===== src/rtl/operand_pkg.sv =====
// rtl/operand_pkg.sv - shared types and constants for the operand fetch stage
package operand_pkg;

  localparam int DATA_W_DEF = 16;
  localparam int NREG_DEF   = 8;
  localparam int RSEL_W_DEF = 3;

  typedef enum logic [1:0] {
    IDLE   = 2'd0,
    LOAD_A = 2'd1,
    LOAD_B = 2'd2,
    VALID  = 2'd3
  } state_e;

  localparam logic [1:0] SH_NONE = 2'b00;
  localparam logic [1:0] SH_LSL  = 2'b01;
  localparam logic [1:0] SH_LSR  = 2'b10;
  localparam logic [1:0] SH_ASR  = 2'b11;

endpackage


===== src/rtl/operand_fetch_stage_regfile.sv =====
// rtl/operand_fetch_stage_regfile.sv - NREG x DATA_W register file, 1 write / 2 combinational reads
module regfile
  import operand_pkg::*;
#(
  parameter int DATA_W = DATA_W_DEF,
  parameter int NREG   = NREG_DEF,
  parameter int RSEL_W = RSEL_W_DEF
) (
  input  logic              clk_i,
  input  logic              reset_i,
  input  logic              we_i,
  input  logic [RSEL_W-1:0] wsel_i,
  input  logic [DATA_W-1:0] wdata_i,
  input  logic [RSEL_W-1:0] rsel_a_i,
  input  logic [RSEL_W-1:0] rsel_b_i,
  output logic [DATA_W-1:0] rdata_a_o,
  output logic [DATA_W-1:0] rdata_b_o
);

  logic [DATA_W-1:0] regs_q [NREG];

  // Storage: reset clears every entry; reset also wins over a pending write.
  always_ff @(posedge clk_i) begin
    if (reset_i) begin
      for (int i = 0; i < NREG; i++) begin
        regs_q[i] <= '0;
      end
    end else if (we_i) begin
      regs_q[wsel_i] <= wdata_i;
    end
  end

  // Reads see pre-edge contents, so a same-cycle write is not bypassed.
  assign rdata_a_o = regs_q[rsel_a_i];
  assign rdata_b_o = regs_q[rsel_b_i];

endmodule


===== src/rtl/operand_fetch_stage.sv =====
// rtl/operand_fetch_stage.sv - sequences A/B operand fetch from the register file for the ALU
module operand_fetch_stage
  import operand_pkg::*;
#(
  parameter int DATA_W = DATA_W_DEF,
  parameter int NREG   = NREG_DEF,
  parameter int RSEL_W = RSEL_W_DEF
) (
  input  logic              clk,
  input  logic              reset,
  input  logic              start,
  input  logic [RSEL_W-1:0] rn_a,
  input  logic [RSEL_W-1:0] rn_b,
  input  logic [1:0]        shift,
  input  logic              asel,
  input  logic              bsel,
  input  logic [4:0]        imm5,
  input  logic              write,
  input  logic [RSEL_W-1:0] writenum,
  input  logic [DATA_W-1:0] data_in,
  output logic [DATA_W-1:0] Ain,
  output logic [DATA_W-1:0] Bin,
  output logic              valid,
  output logic              busy
);

  state_e              state_q, state_d;
  logic                latch_en;
  logic [DATA_W-1:0]   a_q, b_q;
  logic [RSEL_W-1:0]   rn_a_q, rn_b_q;
  logic [1:0]          shift_q;
  logic                asel_q, bsel_q;
  logic [4:0]          imm5_q;
  logic [DATA_W-1:0]   rd_a, rd_b;
  logic [DATA_W-1:0]   b_shifted;

  regfile #(
    .DATA_W (DATA_W),
    .NREG   (NREG),
    .RSEL_W (RSEL_W)
  ) u_regfile (
    .clk_i     (clk),
    .reset_i   (reset),
    .we_i      (write),
    .wsel_i    (writenum),
    .wdata_i   (data_in),
    .rsel_a_i  (rn_a_q),
    .rsel_b_i  (rn_b_q),
    .rdata_a_o (rd_a),
    .rdata_b_o (rd_b)
  );

  // Next-state: a start is only honoured when no fetch is in flight.
  always_comb begin
    state_d  = state_q;
    latch_en = 1'b0;
    unique case (state_q)
      IDLE, VALID: begin
        if (start) begin
          state_d  = LOAD_A;
          latch_en = 1'b1;
        end
      end
      LOAD_A:  state_d = LOAD_B;
      LOAD_B:  state_d = VALID;
      default: state_d = IDLE;
    endcase
  end

  // State, latched request fields and operand registers.
  always_ff @(posedge clk) begin
    if (reset) begin
      state_q <= IDLE;
      a_q     <= '0;
      b_q     <= '0;
      rn_a_q  <= '0;
      rn_b_q  <= '0;
      shift_q <= SH_NONE;
      asel_q  <= 1'b0;
      bsel_q  <= 1'b0;
      imm5_q  <= '0;
    end else begin
      state_q <= state_d;
      if (latch_en) begin
        rn_a_q  <= rn_a;
        rn_b_q  <= rn_b;
        shift_q <= shift;
        asel_q  <= asel;
        bsel_q  <= bsel;
        imm5_q  <= imm5;
      end
      if (state_q == LOAD_A) a_q <= rd_a;
      if (state_q == LOAD_B) b_q <= rd_b;
    end
  end

  // Shifter and source muxes, driven only from registered state so outputs hold steady in VALID.
  always_comb begin
    b_shifted = b_q;
    unique case (shift_q)
      SH_LSL:  b_shifted = {b_q[DATA_W-2:0], 1'b0};
      SH_LSR:  b_shifted = {1'b0, b_q[DATA_W-1:1]};
      SH_ASR:  b_shifted = {b_q[DATA_W-1], b_q[DATA_W-1:1]};
      default: b_shifted = b_q;
    endcase
  end

  assign Ain   = asel_q ? '0 : a_q;
  assign Bin   = bsel_q ? {{(DATA_W-5){1'b0}}, imm5_q} : b_shifted;
  assign busy  = (state_q == LOAD_A) || (state_q == LOAD_B);
  assign valid = (state_q == VALID);

endmodule


===== config.mk =====
export PLATFORM = sky130hd
export DESIGN_NAME = operand_fetch_stage
export DESIGN_NICKNAME = d
export VERILOG_FILES = /design/src/rtl/operand_pkg.sv /design/src/rtl/operand_fetch_stage_regfile.sv /design/src/rtl/operand_fetch_stage.sv
export SDC_FILE = /design/constraint.sdc
export NUM_CORES = 1
export LEC_CHECK = 0
export ABC_AREA = 1
export BUFFER_PORTS_ARGS = -buffer_cell sky130_fd_sc_hd__buf_2
export CORE_AREA = 4 4 137 139
export DETAILED_ROUTE_END_ITERATION = 6
export DIE_AREA = 0 0 141 143
export GPL_TIMING_DRIVEN = 1
export PLACE_DENSITY = 0.74
export SKIP_CTS_REPAIR_TIMING = 1
export SYNTH_ARGS = -nofsm -noshare
export SYNTH_HDL_FRONTEND = slang
export SYNTH_SLANG_ARGS = --single-unit

===== constraint.sdc =====
create_clock -name clk -period 2.5 [get_ports clk]
set_clock_uncertainty 0.05 [all_clocks]
set_input_delay 0 -clock clk [delete_from_list [all_inputs] [get_ports clk]]
set_output_delay 0 -clock clk [all_outputs]
set_load 0.02 [all_outputs]

* Yosys cells after proc, flatten, opt, wreduce, memory -nomap -nowiden
Memory sizes are Yosys's and may differ from the RTL's. A register that Yosys moved wholly into a read port is not among the register bits.
Index checks and enable logic that the tools add are counted.
** Storage, ports and cells
- Word-level logic and storage cells :: 34
- Memory bits (writable) :: 128
- Memories kept :: 1
- Output and inout bits :: 34
- Input port bits :: 38
- Register bits :: 17
** Memory list
- u_regfile.regs_q :: depth 8, width 16, read ports 2, clocked after Yosys merged registers in 2, write ports 8, line operand_fetch_stage_regfile.sv:20 : logic [DATA_W-1:0] regs_q [NREG];
** Operators by class
- Multiplexer cells :: 15
- Reductions and logical operators :: 4
- Equal/unequal tests :: 7
** Operators with widths (count)
- two-way mux 16 bit :: 3
- one-hot mux 16 bit (3 select lines) :: 1
- OR reduction 16 bit :: 1
- == test 2 bit (second input constant) :: 4
- two-way mux 1 bit :: 8
- one-hot mux 2 bit (3 select lines) :: 1
- == test 2 x 1 -> 1 bit (second input constant) :: 2
- two-way mux 3 bit :: 1
- zero test 2 bit :: 1
- two-way mux 2 bit :: 1
- != test 2 bit (second input constant) :: 1
- OR reduction 2 bit :: 1
- logical OR 1 bit :: 1

* Longest topological paths before layout
Gate-level depths: netlist (run 1).
- Word-level depth :: 5
- Depth in mapped cells :: 8

* Hierarchy
A second synthesis (run 1) with hierarchy kept.
** Unflattened totals
- Cell total of the unflattened synthesis :: 1376
- Area, all modules :: 9977.1 sq um
** By module, submodules not included
- regfile :: area an instance 7532.2 sq um, cells an instance 1032, instances 1
- operand_fetch_stage :: area an instance 2444.8 sq um, cells an instance 344, instances 1

* Worst setup path after synthesis (run 1)
Ideal clock, no wire load.
- Path kind :: reg2reg
- Start :: register state_q[0]
- End :: register imm5_q[3]
- Stages on the path, launching flop included :: 7
- Setup slack :: 1108 ps
- Arrival time :: 1277 ps
- Buffers on the path :: 1
- Cell sequence :: dfxtp_1 -> inv_1 -> ha_1 -> nand2_1 -> clkbuf_1 -> o21ai_0 -> nor2_1
** On the way
- Word-level cells in the longest chain between the ends :: 3
- Elaborated cells on any way between the ends :: 4
- Classes of those cells :: eq/ne: 1; mux: 1; reduce/logical: 2
** Ends and longest elaborated chain
- start: declaration :: line operand_fetch_stage.sv:27 : state_e state_q, state_d;
- start signal: assignment :: line operand_fetch_stage.sv:83 : state_q <= state_d;
- == test 2 bit or zero test 2 bit (tied branches) :: line operand_fetch_stage.sv:57 : unique case (state_q)
- OR reduction 2 bit (*) :: line operand_fetch_stage.sv:57
- two-way mux 1 bit (*) :: line operand_fetch_stage.sv:57
- end signal: assignment :: line operand_fetch_stage.sv:90 : imm5_q <= imm5;
- end: declaration :: line operand_fetch_stage.sv:33 : logic [4:0] imm5_q;
Mark *: on every way between the ends. The rest lies on a longest branch, timed or not.
A chain may end at the register's enable or synchronous reset.

* Worst setup path in the final report (run 1)
- Start :: register shift_q[1]
- End :: output Bin[14]
** On the way
- Word-level cells in the longest chain between the ends :: 3
- Elaborated cells on any way between the ends :: 5
- Classes of those cells :: eq/ne: 3; mux: 2
** Ends and longest elaborated chain
- start: declaration :: line operand_fetch_stage.sv:31 : logic [1:0] shift_q;
- start signal: assignment :: line operand_fetch_stage.sv:87 : shift_q <= shift;
- == test 2 bit or == test 2 x 1 -> 1 bit (tied branches) :: line operand_fetch_stage.sv:100 : unique case (shift_q)
- one-hot mux 16 bit (3 select lines) (*) :: line operand_fetch_stage.sv:100
- two-way mux 16 bit (*) :: line operand_fetch_stage.sv:109 : assign Bin = bsel_q ? {{(DATA_W-5){1'b0}}, imm5_q} : b_shifted;
- end: declaration :: line operand_fetch_stage.sv:22 : output logic [DATA_W-1:0] Bin,
Marked as above.

==> results of run 1 <==
==> layer usage <==
metal	wire [um]	share of wire [%]
met5	0	0
met2	11570	42
met1	11390	41
met4	925	3.3
met3	3756	14
==> cell type report <==
| class | instances | area [sq um] |
|---|---|---|
| Sequential cell | 177 | 4827 |
| Inverter | 206 | 773.2 |
| Clock inverter | 14 | 126.4 |
| Multi-Input combinational cell | 809 | 3535 |
| Tap cell | 229 | 286.5 |
| Fill cell | 1557 | 6963 |
| Timing Repair Buffer | 112 | 720.7 |
| Clock buffer | 17 | 425.4 |
==> placed cells by master, fill, tap and decap left out, types with 4 or more instances in the layout <==
cell           count
nand2_1          304
nand2_2            9
dfxtp_1           47
clkbuf_16         17
inv_2              8
dlygate4sd3_1     23
buf_2             71
inv_1            198
a21oi_1           40
o22ai_1           15
inv_6              4
o21ai_0           57
buf_4             18
o21ai_1            9
nor2_1           171
edfxtp_1         128
nand3_1          194
==> cell families (layout without fill, tap and decap cells) <==
family,Yosys count,in the layout
AND/OR/NAND/NOR,681,681
buffers and inverters,283,349
flip-flops,177,177
AO/OA/AOI/OAI,125,125
adder cells (fa/ha/maj),3,3
==> worst max-delay path, cell delays in order, from the launching register on <==
cell and delay (ps):
dfxtp_1 360, inv_2 220, nand2_1 290, o21ai_0 260
o21ai_1 110, inv_1 90, buf_2 160
==> worst paths after layout <==
path	end	slack, ps	cells past startpoint
min	u_regfile.regs_q[2][5]	-20	3
max	Bin[14]	520	6
min reg2reg	imm5_q[3]	440	2
max reg2reg	b_q[7]	770	6
==> per-stage QoR <==
stage / std cells / area [sq um] / setup slack, ps / hold WS (ps) / power, mW
after floorplan: 1269 / 9682 / 1108 / 28.47 / 6.741
after global placement: 1510 / 9912 / 770.0 / 156.0 / 7.546
after detailed placement: 1510 / 9912 / 726.2 / 156.3 / 7.610
after CTS: 1541 / 10460 / 538.6 / -301.6 / 10.10
after global routing: 1564 / 10690 / 373.3 / 1.492 / 10.78
final: 1564 / 10690 / 518.1 / -19.76 / 10.20
==> report_power, final <==
part	total, mW	internal [mW]	leakage [nW]	switching [mW]
clock network	2.52	1.30	0.267	1.21
logic	3.88	1.15	3.24	2.73
registers	3.80	3.56	1.63	0.243
==> state kept, by name, indices dropped and copies added (netlist names) <==
name,count
asel_q,1
a_q,16
shift_q,2
imm5_q,5
state_q,2
rn_a_q,3
bsel_q,1
b_q,16
rn_b_q,3
u_regfile.regs_q,128
==> reports/metrics.yaml, run 1 <==
status: "finished with violations"
violations: "negative hold slack"
wl_per_cell_um: 17.67
hp-start: "data_in[5]"
chipWidth_um: 141
synth_top_family_by_area: "simple AND/OR/NAND/NOR gates"
seq_area_frac_synth_pct: 49.83
crit_type: "register to output port"
antenna_found_initial: 0
drc: 0
r2r_start: "rn_b_q[0]"
synth_warnings: 0
end_kind: "output port"
ir_worst_vdd_uv: 729.0
start_util_pct: 54.83
yosys.area_share.adder_pct: 0.3877
grt_overflow_total: 0
layout.nets: 1364
hold_violations: 20
synthTopCellsByArea: "edfxtp_1 40%, nand2_1 12%, dfxtp_1 10%"
grt_busiest_layer: "met1"
cp_max_fo: 17
synth_xor_area_share_pct: 0
drt_iter0_drc: 1289
worst_pin_slew_ps: 748.3
syn-instance-count: 1269
max_freq_mhz: 504.6
final.period_utilization_pct: 79.27
cts_tree: "built"
relSlewSlack_pct: 50.11
synth_top_cell_area_share_pct: 39.70
worst-endpoint-arrival_ps: 1930
clkTransAtPathRegs_ps: 70
grt_pass1_vias: 7649
finalSetupViolations: 0
yosysTopAreaCell: "edfxtp_1"
slew_viol_final: 0
areaGrowthSynthToFinish_pct: 10.45
cp-startpoint: "shift_q[1]"
io_buffers: 71
grt_pass1_wl_um: 42200
fin_tns_setup_ps: 0
firstDrtPassIters: 6
cp.required_ps: 2450
grtUsageMet1_pct: 39.89
vias_per_cell: 5.601
clock-sinks: 177
crit_path_start_kind: "register"
ys_ff_latch: 177
gp_congestion: 0.9282
ys_async_sr_fraction_pct: 0
antenna_cells: 0
worst_hold_slack_ps: -19.76
rsz0062_at_grt: "false"
ioPinCount: 72
root_buffer: "clkbuf_16"
p_per_area_nw_per_um2: 953.4
numCtsBuffers: 17
insertion_delay_ps: 440
htreeDepth: 4
period_needed_ps: 1982
synth_common_cells: "304 x nand2_1, 198 x inv_1, 194 x nand3_1, 171 x nor2_1, 128 x edfxtp_1"
power_leakage_nw: 5.134
yosys.area_share.simple_pct: 29.32
cts_buffer_depth: 2
dpl.hpwl_um: 18680
wl_um: 27640
synthMuxAreaShare_pct: 0
maxCapViolations: 0
grt_max_degree: 65
drive_gt1_share_pct: 10.56
use_met3_pct: 7.435
grt_util_met2_pct: 38.00
routed-via-count: 8760
synth_fp_nets: 1310
syn_avg_cell_area_sq_um: 7.629
detail-route-antenna-nets: 0
grt_use_total_pct: 27.09
synth_edf_count: 128
holdCritPathClass: "input port to register"
synth_area_sq_um: 9682
yosysMostFrequentCell: "nand2_1"
fp-row-count: 49
yosysUniqueCellTypes: 24
utilization_pct: 60.57
die_area_sq_um: 20160
synth-main-ff-cell: "edfxtp_1"
coreArea_sq_um: 17660
synth-compound-area-share_pct: 6.798
die_h_um: 143
No activity file was read; power rests on OpenSTA's default activity.
==> inputs of run 2 (changes only) <==
Settings changed: CORE_AREA 4 4 137 139 to 4 4 138 140, DIE_AREA 0 0 141 143 to 0 0 142 144, PLACE_DENSITY 0.74 to 0.76.
Clock period 2.5 ns to 1.7 ns, I/O delays scaled along.
==> run 2 against run 1 <==
- critical endpoint is now Bin[4]
- sequential share of layout area decreased by 1.8 points
- sequential power increased by 48%
- final cell count increased by 2.0%
- register-to-register slack got worse by 600 ps
- total power increased by 54%
- highest routed layer unchanged
- design area increased by 4.2%
- via count increased by 1.0%
- the run ends with design-rule violations, negative hold slack left
- non-clock buffer count increased by 29
- first-iteration DRC count decreased by 5.3%
- die area increased by 1.4%
- largest power group unchanged
==> reports/metrics.yaml, run 2 (synthesis results as in run 1) <==
maxCapViolations: 0
cp.required_ps: 1650
ff2ff_path_depth: 6
combPwrFrac_pct: 40.0
finalSetupViolations: 0
p_clk_share_pct: 24.3
cts_tree: "built"
root_buffer: "clkbuf_16"
path_cells: "nor2_4, clkinvlp_4, o21ai_2, o22ai_1, inv_1, buf_6"
wl_per_cell_um: 17.06
nFillCells: 1445
holdCritPathClass: "input port to register"
fp-row-count: 49
cp_max_fo: 7
io_buffers: 71
die_area_sq_um: 20450
gp_congestion: 0.8849
largest_reg_flops: 128
wl_um: 27220
vias_per_cell: 5.544
start_util_pct: 54.27
dpl.hpwl_um: 16800
power_leakage_nw: 5.311
fin_area_sq_um: 11150
clock-sinks: 177
routed-via-count: 8848
cp_top_family: "buffers and inverters"
drive_gt1_share_pct: 12.87
insertion_delay_ps: 430
crit_type: "register to output port"
antenna_cells: 0
ir_worst_vdd_uv: 988.6
status: "finished with violations"
r2r_slack_ps: 170
grt_overflow_total: 0
end_kind: "output port"
r2r_start: "state_q[0]"
route.met3.wl_um: 3048
rsz0062_at_grt: "true"
htreeDepth: 4
areaGrowthSynthToFinish_pct: 15.15
detail-route-antenna-nets: 0
placed_area_sq_um: 10140
crit_path_start_kind: "register"
p_total_mw: 15.74
worst_pin_slew_ps: 615.1
hold_violations: 20
coreArea_sq_um: 17840
path_buf_inv: 3
hold_path_depth: 3
final.period_utilization_pct: 99.42
r2r_end: "rn_b_q[2]"
grt_pass1_vias: 7937
p_int_mw: 9.501
firstDrtPassIters: 7
holdPathEnd: "u_regfile.regs_q[4][10]"
met1Wirelength_um: 11140
crit_slowest_cell: "dfxtp_4"
grt_pass1_wl_um: 41610
chipWidth_um: 142
grt_use_total_pct: 26.16
reg_top3: "u_regfile.regs_q x128, a_q x16, b_q x16"
largest-register: "u_regfile.regs_q"
p_per_area_nw_per_um2: 1412
drt_iter0_drc: 1221
power.share.switching_pct: 39.63
period_needed_ps: 1690
routed-wl-met2_um: 12390
routed.top_layer: "met4"
layout_commonest_cell: "nand2_1"
die_h_um: 144
relSlewSlack_pct: 58.94
worst-endpoint-arrival_ps: 1640
numCtsBuffers: 17
grt_max_degree: 65
p_seq_share_pct: 35.7
slowest_delay_ps: 380
worst_hold_slack_ps: -29.57
violations: "design-rule violations, negative hold slack"
final_cell_mix: "303 x nand2_1, 196 x inv_1, 194 x nand3_1"
hp-start: "data_in[10]"
net-switching-power_mw: 6.236
antenna_found_initial: 0
ioPinCount: 72
drc: 10
clkTransAtPathRegs_ps: 70
slew_viol_final: 0
layout.nets: 1396
cts_buffer_depth: 2
max_freq_mhz: 591.7
==> run 2: layout make-up <==
class	count	area [sq um]	share of cell area, %
Timing Repair inverter	3	22.52	0.2020
Tap cell	229	286.5	2.570
Timing Repair Buffer	141	1096	9.832
Clock inverter	13	136.4	1.223
Inverter	206	783.3	7.026
Sequential cell	177	4833	43.36
Clock buffer	18	429.2	3.850
Multi-Input combinational cell	809	3561	31.94
==> run 2: worst max path at each step <==
stage	start	depth (start not counted)	slack, ps	to
final	shift_q[0]	6	10	Bin[4]
after global routing	shift_q[0]	6	-90	Bin[4]
after CTS	shift_q[1]	6	-230	Bin[14]
after detailed placement	state_q[1]	4	-30	a_q[15]
after global placement	state_q[1]	4	40	state_q[0]
after floorplan	state_q[0]	6	310	imm5_q[3]
==> run 2: metal layers <==
layer	track usage (%)	up-vias
met5	0	-
met4	9.141	0
met3	6.283	64
met2	40.70	568
met1	36.09	4030
li1	-	4186
==> run 2: through the flow <==
step | cells | setup WS (ps) | util (%) | hold WS [ps] | setup TNS [ps]
6_report | 1596 | 9.928 | 62.49 | -29.57 | 0
5_1_grt | 1596 | -89.09 | 62.49 | 3.164 | -532.3
4_1_cts | 1562 | -226.8 | 60.03 | -264.3 | -2360
3_5_place_dp | 1531 | -25.07 | 56.86 | 181.4 | -48.67
3_3_place_gp | 1531 | 36.29 | 56.86 | 179.2 | 0
2_1_floorplan | 1269 | 308.3 | - | 28.47 | 0
==> run 2: power by group through the flow <==
stage | Sequential, mW | Combinational, mW | Clock, mW
5_1_grt | 5.69 | 6.86 | 4.05
6_report | 5.63 | 6.29 | 3.82
3_3_place_gp | 5.67 | 5.67 | 0
3_5_place_dp | 5.67 | 5.76 | 0
4_1_cts | 5.58 | 5.81 | 3.84
2_1_floorplan | 5.51 | 4.40 | 0
==> run 2: worst min-delay path: cells and delay by family <==
kind                   cells  cell delay [ps]
and+or+nand+nor            1              130
buffers and inverters      2              200
